==> src/rtl/cpu_controller.sv <==
// cpu_controller: instruction register, decoder and FSM for a simple datapath.
// Optional sticky undefined-instruction trap: define CPU_CTRL_ILLEGAL_TRAP_EN.
`default_nettype none

module cpu_controller (
    input  logic        clk,
    input  logic        reset_n,
    input  logic        s,
    input  logic        load,
    input  logic [15:0] in,
    output logic        w,
    output logic        loada,
    output logic        loadb,
    output logic        loadc,
    output logic        loads,
    output logic        asel,
    output logic        bsel,
    output logic        write,
    output logic [1:0]  vsel,
    output logic [1:0]  ALUop,
    output logic [1:0]  shift,
    output logic [2:0]  readnum,
    output logic [2:0]  writenum,
    output logic [15:0] sximm5,
    output logic [15:0] sximm8,
    output logic        illegal
);

    typedef enum logic [2:0] {
        S_WAIT   = 3'd0,
        S_DECODE = 3'd1,
        S_GET_A  = 3'd2,
        S_GET_B  = 3'd3,
        S_ALU    = 3'd4,
        S_WR_REG = 3'd5,
        S_WR_IMM = 3'd6
    } state_t;

    state_t      state;
    state_t      next_state;
    logic [15:0] ir;

    logic [2:0] opcode;
    logic [1:0] op;
    logic [2:0] rn;
    logic [2:0] rd;
    logic [2:0] rm;

    assign opcode = ir[15:13];
    assign op     = ir[12:11];
    assign rn     = ir[10:8];
    assign rd     = ir[7:5];
    assign rm     = ir[2:0];

    logic is_mov_imm, is_mov_reg, is_mvn, is_alu3, is_cmp, is_undef;

    assign is_mov_imm = (opcode == 3'b110) && (op == 2'b10);
    assign is_mov_reg = (opcode == 3'b110) && (op == 2'b00);
    assign is_mvn     = (opcode == 3'b101) && (op == 2'b11);
    assign is_alu3    = (opcode == 3'b101) && (op != 2'b11);
    assign is_cmp     = (opcode == 3'b101) && (op == 2'b01);
    assign is_undef   = !(is_mov_imm || is_mov_reg || is_mvn || is_alu3);

    assign sximm8 = {{8{ir[7]}}, ir[7:0]};
    assign sximm5 = {{11{ir[4]}}, ir[4:0]};
    assign shift  = ir[4:3];
    assign ALUop  = (opcode == 3'b101) ? op : 2'b00;

    always_ff @(posedge clk or negedge reset_n) begin
        if (!reset_n) begin
            state <= S_WAIT;
            ir    <= 16'h0000;
        end else begin
            state <= next_state;
            if (load) begin
                ir <= in;
            end
        end
    end

`ifdef CPU_CTRL_ILLEGAL_TRAP_EN
    logic illegal_q;

    always_ff @(posedge clk or negedge reset_n) begin
        if (!reset_n) begin
            illegal_q <= 1'b0;
        end else if ((state == S_DECODE) && is_undef) begin
            illegal_q <= 1'b1;
        end
    end

    assign illegal = illegal_q;
`else
    assign illegal = 1'b0;
`endif

    always_comb begin
        next_state = state;
        w          = 1'b0;
        loada      = 1'b0;
        loadb      = 1'b0;
        loadc      = 1'b0;
        loads      = 1'b0;
        asel       = 1'b0;
        bsel       = 1'b0;
        write      = 1'b0;
        vsel       = 2'b00;
        readnum    = 3'd0;
        writenum   = 3'd0;

        case (state)
            S_WAIT: begin
                w = 1'b1;
                // A trapped controller parks here until reset.
                if (s && !illegal) begin
                    next_state = S_DECODE;
                end
            end
            S_DECODE: begin
                if (is_mov_imm) begin
                    next_state = S_WR_IMM;
                end else if (is_mov_reg || is_mvn) begin
                    next_state = S_GET_B;
                end else if (is_alu3) begin
                    next_state = S_GET_A;
                end else begin
                    next_state = S_WAIT;
                end
            end
            S_GET_A: begin
                readnum    = rn;
                loada      = 1'b1;
                next_state = S_GET_B;
            end
            S_GET_B: begin
                readnum    = rm;
                loadb      = 1'b1;
                next_state = S_ALU;
            end
            S_ALU: begin
                loadc      = !is_cmp;
                loads      = is_cmp;
                asel       = is_mov_reg || is_mvn;
                next_state = is_cmp ? S_WAIT : S_WR_REG;
            end
            S_WR_REG: begin
                writenum   = rd;
                vsel       = 2'b00;
                write      = 1'b1;
                next_state = S_WAIT;
            end
            S_WR_IMM: begin
                writenum   = rn;
                vsel       = 2'b10;
                write      = 1'b1;
                next_state = S_WAIT;
            end
            default: begin
                next_state = S_WAIT;
            end
        endcase
    end

endmodule

`default_nettype wire
==> config.mk <==
export PLATFORM = sky130hd
export DESIGN_NAME = cpu_controller
export DESIGN_NICKNAME = d
export VERILOG_FILES = /design/src/rtl/cpu_controller.sv
export SDC_FILE = /design/constraint.sdc
export NUM_CORES = 1
export LEC_CHECK = 0
export ABC_CLOCK_PERIOD_IN_PS = 1050
export BUFFER_PORTS_ARGS = -buffer_cell sky130_fd_sc_hd__buf_2
export CORE_ASPECT_RATIO = 1.4
export CORE_MARGIN = 2
export CORE_UTILIZATION = 30
export DETAILED_ROUTE_END_ITERATION = 10
export PLACE_DENSITY = 0.67
export SLEW_MARGIN = 20
export SYNTH_ARGS = -nofsm -noshare
export SYNTH_HDL_FRONTEND = slang
export SYNTH_SLANG_ARGS = --single-unit
==> constraint.sdc <==
create_clock -name clk -period 1.05 [get_ports clk]
set_input_delay 0.105 -clock clk [delete_from_list [all_inputs] [get_ports clk]]
set_output_delay 0.105 -clock clk [all_outputs]
set_load 0.05 [all_outputs]
==> Word-level counts from Yosys, hierarchy flattened <==
Index checks and enable logic that the tools add are counted.
{ "totals": {"elab_cells": 42, "register_bits": 19} }
{ "op_classes": {"n_mux": 17, "n_eq_ne": 13, "n_reduce_logical": 10} }
{ "op_table": {"columns": ["cell", "n"], "rows": [
  ["equality test 3 bit (second input constant)", 5],
  ["case mux 3 bit (5 select lines)", 1],
  ["case mux 3 bit (2 select lines)", 2],
  ["2-to-1 mux 3 bit", 3],
  ["2-to-1 mux 2 bit", 4],
  ["2-to-1 mux 1 bit", 7],
  ["equality test 3 x 2 -> 1 bit (second input constant)", 2],
  ["logical AND 1 bit", 5],
  ["equality test 2 bit (second input constant)", 2],
  ["inequality test 2 bit (second input constant)", 2],
  ["equality test 3 x 1 -> 1 bit (second input constant)", 1],
  ["zero test 3 bit", 1],
  ["equality test 2 x 1 -> 1 bit (second input constant)", 1],
  ["zero test 2 bit", 1],
  ["OR reduction 2 bit", 1],
  ["zero test 1 bit", 1],
  ["logical OR 1 bit", 1]
]} }

==> Logic depth before layout (Yosys ltp) <==
{ "logic_depth": {"depth_word": 6, "depth_mapped": 5, "ltp_nobuf": 3} }

==> Worst setup path before layout <==
No wires, ideal clock.
{ "synth_path": {"path_type": "register to output", "startpoint": "register state[2]", "endpoint": "output port loads", "stages_incl_launch_ff": 4, "path_slack_ns": -0.819, "arrival_ns": 1.764, "path_buffers": 1, "required_ns": 0.945, "path_cell_list": "dfrtp_1 buf_2 nand2_1 nor3_1"} }
{ "synth_between": {"elab_chain_cells": 2} }
{ "synth_lines": {"columns": ["element", "line_no", "rtl"], "rows": [
  ["start: declaration", "39", "state_t state;"],
  ["start signal: assignment", "74", "state <= next_state;"],
  ["equality test 3 bit", "111", "case (state)"],
  ["2-to-1 mux 1 bit", "111", null],
  ["end: declaration", "15", "output logic loads,"]
]} }
No other way between the ends.

==> Worst setup path in the final report <==
{ "layout_path": {"startpoint": "register state[1]", "endpoint": "output port write"} }
{ "layout_between": {"elab_chain_cells": 3, "word_cells_on_any_way": 4, "cone_classes": "2 x eq/ne; 1 x mux; 1 x reduce/logical"} }
{ "layout_lines": {"columns": ["element", "line_no", "rtl"], "rows": [
  ["equality test 3 bit", "111", null],
  ["OR reduction 2 bit (no source line) *", null, null],
  ["2-to-1 mux 1 bit *", "111", null],
  ["end: declaration", "18", "output logic write,"]
]} }
Mark *: on every way between the ends. The rest lies on a longest branch, timed or not.

==> flow_summary.yaml <==
status:
  status: "finished with violations"
  violations: "design-rule violations, negative setup slack"
layout:
  drive_gt1_frac: 0.871
  diodes: 0
  fill_cells: 328
  post-route-util: 0.591
  final_nets: 215
  syn2layout_area_growth_pct: 92.7
detailed_routing:
  postRouteWirelength_mm: 3.57
  via_per_inst: 4.68
  final_antenna_net_count: 0
  first_iter_violations: 16
  wl_per_cell_um: 14.9
  dr.pass1.iters: 7
  via_count: 1119
  drcViolationCount: 7
logic_synthesis:
  synth_top_cell_by_area: "dfrtp_1"
  syn_avg_cell_area_um2: 10.4
  ys.flop_type: "dfrtp_1"
  synth_edf_count: 0
  yosysSeqAreaShare: 0.375
  synth_seq_cells: 19
  async_flop_share: 1.00
  netlist-cell-type-count: 28
  synthTopCellsByArea: "dfrtp_1 (37%), buf_4 (22%), mux2_2 (14%)"
  synth_area_um2: 1270
  netlist.area_leader.share: 0.375
  yosysMostFrequentCell: "buf_4"
  netlist_instances: 122
  yosys_warnings: 0
  ys_top_cells_by_count: "buf_4 (38), dfrtp_1 (19), mux2_2 (16)"
grt:
  grt_util_all_layers: 0.154
  grt_start_max_net_pins: 20
  grt_pass1_wl_mm: 5.46
  grt_pass1_vias: 1095
  antenna_found_initial: 0
  gr-total-overflow: 0
setup_path:
  slowest_delay_ns: 0.45
  cp-start-kind: "flip-flop"
  critPathKind: "flip-flop to output port"
  critPathCaptureType: "output port"
  worst-path-buf-inv: 3
  cp_data_required_time_ns: 0.94
  timing.rr.start: "state[1]"
  critPathSlowestCell: "dfrtp_2"
  critPathTopFamily: "flip-flops"
  worstPathArrival_ns: 1.44
  crit_start: "state[1]"
  crit_fanout: 5
  crit_chain: "nor2b_4, buf_4, buf_6, o21a_4, buf_8"
cts:
  clock_sinks: 19
  cts_buffers: 3
  root_buffer: "clkbuf_8"
  clock_latency_ns: 0.26
  clk_pin_slew_ns: 0.08
  htreeDepth: 1
  cts_tree: "built"
  cts.path.max_buffers: 2
placement:
  post-place-ws_ns: -0.446
  gp_congestion: 0.730
  hpwl_mm: 2.19
  portBuffers: 69
sta:
  final_max_slew_viol_count: 0
  fmax_mhz: 646
  setup_viol: 42
  period_needed_ns: 1.55
  rsz0062_at_grt: "yes"
  fin_skew_ns: 0.000993
  setup_slack_ns: -0.499
  period_share: 1.48
  hold_viol_final: 0
power_and_ir_drop:
  leakage_nw: 1.12
  ir_drop_mv: 1.03
  power_density_nw_per_um2: 1610
floorplanning:
  die_area_um2: 4770
  die_x_um: 59.0
  start_util: 0.307
  die_y_um: 80.9
  rows: 28
  io_pins: 73
  core_area_um2: 4130
hold_path:
  hold_class: "input pin to flip-flop"
  min_from: "in[12]"
run:
  max_cap_violations: 0
## metal layers
layer	vias to the layer above	track usage	share of wire
li1	525	-	-
met1	541	0.173	0.38
met2	51	0.279	0.55
met3	2	0.0207	0.056
met4	0	0.0727	0.011
met5	-	0	0
## worst paths after layout
path / endpoint / slack [ns] / depth (start not counted)
max reg2reg: state[1] / -0.35 / 7
max: write / -0.50 / 5
max in group asynchronous: ir[4] / 0.40 / 2
min in group asynchronous: ir[15] / 0.31 / 2
min: ir[12] / 0.07 / 2
min reg2reg: ir[3] / 0.55 / 1
## metrics by stage
| step | cells | area, um2 | total power, mW | setup TNS, ns | hold slack, ns |
|---|---|---|---|---|---|
| 6_report | 239 | 2440 | 3.93 | -9.25 | 0.0719 |
| 5_1_grt | 239 | 2440 | 4.11 | -11.05 | 0.0699 |
| 4_1_cts | 231 | 2270 | 3.76 | -8.22 | 0.0663 |
| 3_5_place_dp | 213 | 1600 | 2.56 | -5.24 | 0.0781 |
| 3_3_place_gp | 213 | 1600 | 2.54 | -4.57 | 0.0754 |
| 2_1_floorplan | 124 | 1380 | 2.31 | -3.48 | -0.191 |
## power by group
| part | internal (mW) | switching (mW) | leakage [nW] |
|---|---|---|---|
| logic | 1.13 | 1.33 | 0.877 |
| registers | 0.829 | 0.127 | 0.219 |
| clock network | 0.264 | 0.245 | 0.0255 |
| total | 2.23 | 1.70 | 1.12 |
## worst reg2reg max path, stage by stage, from the launching register on
cell and delay (ns):
dfrtp_2 0.45, nor2b_4 0.16, buf_4 0.13, buf_6 0.11
buf_4 0.12, buf_4 0.13, nor3_2 0.14, nor3_1 0.06
## kinds of logic (layout without fill, tap and decap cells)
group	Yosys count	count (layout)	share of synthesized area
buf+inv	44	114	0.257
simple gates	27	27	0.138
flops	19	19	0.375
mux	16	16	0.142
compound gates	15	15	0.0848
other cells	1	3	0.00296
## layout make-up
type,instances,area [um2],share of cell area
Timing Repair Buffer,109,1150,0.472
Multi-Input combinational cell,61,698,0.286
Tap cell,45,56.3,0.0230
Sequential cell,19,483,0.198
Clock buffer,3,41.3,0.0169
Inverter,1,6.26,0.00256
Clock inverter,1,5.00,0.00205
## state kept, by name, summed over array words and instances, names as in the netlist
signal	flops
ir	16
state	3
## timing repair
item                                    CTS  global route
hold endpoints to repair                 19             0
hold buffers                              1             0
pin swaps                                13             8
endpoints found under the setup margin   48            45
resized for setup                       149            30
gates cloned                              1             0
setup buffers                            14            11
## layout by cell type (no fill, tap or decap)
| master | instances |
|---|---|
| o21a_4 | 1 |
| nor4b_4 | 1 |
| a31oi_4 | 1 |
| dfrtp_2 | 6 |
| nand2_1 | 1 |
| nand2_2 | 1 |
| dfrtp_1 | 13 |
| buf_6 | 17 |
| nor2b_4 | 7 |
| a31oi_1 | 1 |
| a22o_4 | 3 |
| clkbuf_4 | 2 |
| and2b_2 | 1 |
| o31ai_1 | 1 |
| o21bai_1 | 1 |
| clkbuf_8 | 3 |
| buf_12 | 11 |
| nor3_1 | 1 |
| nand4b_1 | 1 |
| inv_4 | 1 |
| a21oi_1 | 2 |
| o32ai_2 | 1 |
| nor3_4 | 2 |
| a21oi_2 | 1 |
| a22oi_2 | 3 |
| nor3b_4 | 1 |
| buf_4 | 31 |
| nor3_2 | 1 |
| mux2_2 | 16 |
| and2_4 | 2 |
| nor3b_2 | 2 |
| nand2_4 | 1 |
| nor2_4 | 4 |
| buf_2 | 22 |
| clkinv_2 | 1 |
| buf_8 | 25 |
| and3_4 | 1 |
| dlygate4sd3_1 | 1 |
| conb_1 | 3 |
Power figures use the tool's default switching activity.
